<file path="src/rtl/strobe_period_meter.sv">
// Measures the distance in clk cycles between successive rising edges of a strobe
// and hands each result out over valid/ready, with sticky overrun and timeout flags.
module strobe_period_meter #(
    parameter int CNT_BITS   = 16,
    parameter int MAX_PERIOD = 65535
) (
    input  logic                clk,
    input  logic                rst_n,
    input  logic                strobe,
    input  logic                clear,
    output logic [CNT_BITS-1:0] period,
    output logic                valid,
    input  logic                ready,
    output logic                overrun,
    output logic                timeout
);

    localparam logic [CNT_BITS-1:0] MAX_CNT = CNT_BITS'(MAX_PERIOD);
    localparam logic [CNT_BITS-1:0] ONE     = CNT_BITS'(1);

    typedef enum logic {IDLE, MEASURE} state_t;

    state_t              state;
    logic [CNT_BITS-1:0] cnt;
    logic                strobe_d;
    logic                rise;
    logic                res_fire;

    assign rise     = strobe & ~strobe_d;
    assign res_fire = (state == MEASURE) && rise;

    always_ff @(posedge clk or negedge rst_n) begin
        if (!rst_n) begin
            state    <= IDLE;
            cnt      <= '0;
            strobe_d <= 1'b0;
            period   <= '0;
            valid    <= 1'b0;
            overrun  <= 1'b0;
            timeout  <= 1'b0;
        end else begin
            // strobe_d tracks the input even during clear, so a level held
            // across clear is not mistaken for a fresh edge afterwards
            strobe_d <= strobe;
            if (clear) begin
                state   <= IDLE;
                cnt     <= '0;
                period  <= '0;
                valid   <= 1'b0;
                overrun <= 1'b0;
                timeout <= 1'b0;
            end else begin
                case (state)
                    IDLE: begin
                        if (rise) begin
                            cnt   <= ONE;
                            state <= MEASURE;
                        end
                    end
                    MEASURE: begin
                        if (rise) begin
                            cnt <= ONE;
                        end else if (cnt == MAX_CNT) begin
                            timeout <= 1'b1;
                            cnt     <= '0;
                            state   <= IDLE;
                        end else begin
                            cnt <= cnt + ONE;
                        end
                    end
                    default: begin
                        state <= IDLE;
                        cnt   <= '0;
                    end
                endcase

                if (res_fire) begin
                    period <= cnt;
                    valid  <= 1'b1;
                    if (valid && !ready)
                        overrun <= 1'b1;
                end else if (valid && ready) begin
                    valid <= 1'b0;
                end
            end
        end
    end

endmodule

</file>
<file path="config.mk">
export PLATFORM = sky130hd
export DESIGN_NAME = strobe_period_meter
export DESIGN_NICKNAME = d
export VERILOG_FILES = /design/src/rtl/strobe_period_meter.sv
export SDC_FILE = /design/constraint.sdc
export NUM_CORES = 1
export LEC_CHECK = 0
export ABC_CLOCK_PERIOD_IN_PS = 2300
export CAP_MARGIN = 10
export CORE_ASPECT_RATIO = 0.9
export CORE_MARGIN = 2
export CORE_UTILIZATION = 53
export CTS_CLUSTER_DIAMETER = 100
export DETAILED_ROUTE_END_ITERATION = 6
export PLACE_DENSITY = 0.85
export RECOVER_POWER = 50
export SLEW_MARGIN = 20
export SYNTH_ARGS = -nofsm -noshare
export SYNTH_HDL_FRONTEND = slang
export SYNTH_SLANG_ARGS = --single-unit
</file>
<file path="constraint.sdc">
create_clock -name clk -period 2.3 [get_ports clk]
set_clock_uncertainty 0.2 [all_clocks]
set_input_delay 0.345 -clock clk [delete_from_list [all_inputs] [get_ports clk]]
set_output_delay 0.345 -clock clk [all_outputs]
set_load 0.01 [all_outputs]
</file>
==> metrics.yaml, run 1 <==
vias_per_cell: 5.97
holdBufCountCts: 0
maxSlewViolCount: 0
instances_no_fill: 239
antenna_left: 0
cts_buffers: 5
core_sq_um: 3070
diodes: 0
synth_edf_count: 0
placedInstanceArea_sq_um: 2040
hold_end: "period[3]"
setup_violations: 0
cap_violations: 0
final_cell_mix: "dfrtp_1, a22o_1, clkdlybuf4s50_1"
rows: 19
design_area_sq_um: 2120
clock.fmax_mhz: 491
layout_min_cycle_time_ps: 2040
die_h_microns: 58.0
dominantRegCellSynth: "dfrtp_1"
drc: 0
final_common_cell: "dfrtp_1"
drive_above_1_share_pct: 12.2
critical_path.max_stage_delay_ps: 570
crit_path_cell_trace: "nand4_4 -> or4_4 -> and4_4 -> a221o_1"
ff2ff_setup_slack_ps: 260
period_share_pct: 88.6
yosysUniqueCellTypes: 38
critPathArrivalTime_ps: 2090
rsz0062_at_grt: "no"
ios: 24
worst_path_max_delay_cell: "or4_4"
clock_sinks: 37
synth_area_sq_um: 1720
path_max_fanout: 8
postCtsSetupRepairBufs: 0
antenna_found_initial: 0
yosys_register_bits: 37
cp.required_ps: 2350
vias: 1428
post_cts_resized: 0
cts_tree: "yes"
finalSetupTns_ps: 0
clk_path_buf_depth: 2
syn_nets: 171
synthArstFlopShare_pct: 100
overflow: 0
leakage_nw: 0.943
finalWeightedCongestion: 0.877
hold_depth: 1
powerDensity_nw_per_um2: 565
hp-class: "reg -> reg"
clockRootBuffer: "clkbuf_4"
rr_worst_depth: 4
syn_inst: 165
rr_endpoint: "cnt[13]"
die-width_microns: 64.0
avgSynthCellArea_sq_um: 10.4
nNetsFinal: 202
clk_pin_slew_ps: 110
drt_pass1_iterations: 4
grt_pass1_wl_mm: 6.80
crit_type: "reg -> reg"
seq_area_frac_synth_pct: 53.9
grt_use_total_pct: 24.5
min_from: "period[3]"
h-tree-depth: 2
grt_pass1_vias: 1408
io_buffers: 23
clock_latency_ps: 350
initial_core_util_pct: 56.0
max_slew_margin_pct: 42.3
worst_slew_pin_slew_ps: 865
r2r-start: "cnt[2]"
hold_viol_final: 0
critPathLaunchType: "register"
drt_iter0_drc: 105
yosys_warnings: 0
dpl.hpwl_mm: 2.87
dp.cells: 231
area_growth_pct: 23.5
ir_worst_vdd_uv: 448
fp.dieArea_sq_um: 3710
grt_max_degree: 38
routed_wl_mm: 3.91
post_drt_wl_per_cell_microns: 16.3
worstSetupEndpointType: "register"
status: "completed"
==> cell usage after synthesis, drive strengths merged (4+ instances only) <==
| cell | count | share of area, % |
|---|---|---|
| dfrtp | 37 | 54 |
| a22o | 17 | 8.7 |
| and4 | 4 | 2.2 |
| a31oi | 5 | 1.8 |
| a21oi | 10 | 2.9 |
| nand4 | 8 | 4.2 |
| nor2 | 10 | 2.2 |
| or3 | 5 | 2.0 |
| nand3 | 13 | 3.8 |
| clkbuf | 8 | 1.7 |
| nand2 | 14 | 3.1 |
==> cell type report <==
| class | instances | area (sq um) |
|---|---|---|
| timing repair buffer | 34 | 307 |
| tap | 42 | 52.6 |
| sequential | 37 | 926 |
| clock buffer | 7 | 55.1 |
| multi-input combinational | 115 | 741 |
| fill | 241 | 945 |
| clock inverter | 1 | 30.0 |
| inverter | 3 | 11.3 |
==> flip-flops by register name (all words and copies together) (netlist names) <==
name and cells:
strobe_d 1, valid 1, overrun 1, cnt 16, period 16, state 1, timeout 1
==> per-stage QoR <==
step / util, % / worst slack (ps) / hold slack (ps) / total power, mW
after floorplan: - / 382 / -151 / 0.704
after global placement: 66.6 / 198 / 278 / 0.742
after detailed placement: 66.6 / 134 / 294 / 0.745
after CTS: 69.4 / 247 / 225 / 1.21
after global routing: 69.2 / 123 / 336 / 1.24
final: 69.2 / 262 / 310 / 1.20
==> critical path, delay by kind of cell (launching register included) <==
| family | cells | cell delay (ps) |
|---|---|---|
| simple gates | 3 | 950 |
| flops | 1 | 520 |
| compound gates | 1 | 250 |
==> power breakdown <==
part | internal [mW] | leakage [nW] | switching, mW
Clock | 0.259 | 0.0455 | 0.211
Combinational | 0.0235 | 0.385 | 0.0423
Sequential | 0.655 | 0.513 | 0.00813
Total | 0.938 | 0.943 | 0.261
==> cells by family after synthesis <==
| kind of cell | Yosys count | synth area share (%) |
|---|---|---|
| compound gates | 43 | 18.1 |
| simple gates | 69 | 23.2 |
| flops | 37 | 53.9 |
| xor+xnor | 2 | 1.02 |
| buf+inv | 13 | 2.99 |
| fa+ha+maj | 1 | 0.728 |
==> worst max-delay path by stage <==
stage	from	endpoint	slack (ps)
4_1_cts	cnt[1]	timeout	250
3_5_place_dp	strobe	cnt[13]	130
2_1_floorplan	cnt[7]	cnt[13]	380
6_report	cnt[2]	cnt[13]	260
5_1_grt	cnt[1]	cnt[8]	120
3_3_place_gp	strobe	cnt[13]	200
==> routing by layer <==
metal  track usage [%]  vias to the layer above  routed length, microns  part of all wire (%)
met5                 0                        -                       0                     0
met4              10.2                        0                      46                   1.2
met3              5.24                        5                     189                   4.8
met2              40.0                       37                    1910                    49
met1              32.1                      703                    1760                    45
li1                  -                      683                       -                     -
No activity file was read; power rests on OpenSTA's default activity.
==> run 2: changes to the inputs <==
--- a/config.mk
+++ b/config.mk
@@ -14,7 +14,6 @@
 export DETAILED_ROUTE_END_ITERATION = 6
 export PLACE_DENSITY = 0.85
 export RECOVER_POWER = 50
-export SLEW_MARGIN = 20
 export SYNTH_ARGS = -nofsm -noshare
 export SYNTH_HDL_FRONTEND = slang
 export SYNTH_SLANG_ARGS = --single-unit
==> results of run 2 <==
The final DEF is identical to that of run 1; final timing and power are the same.
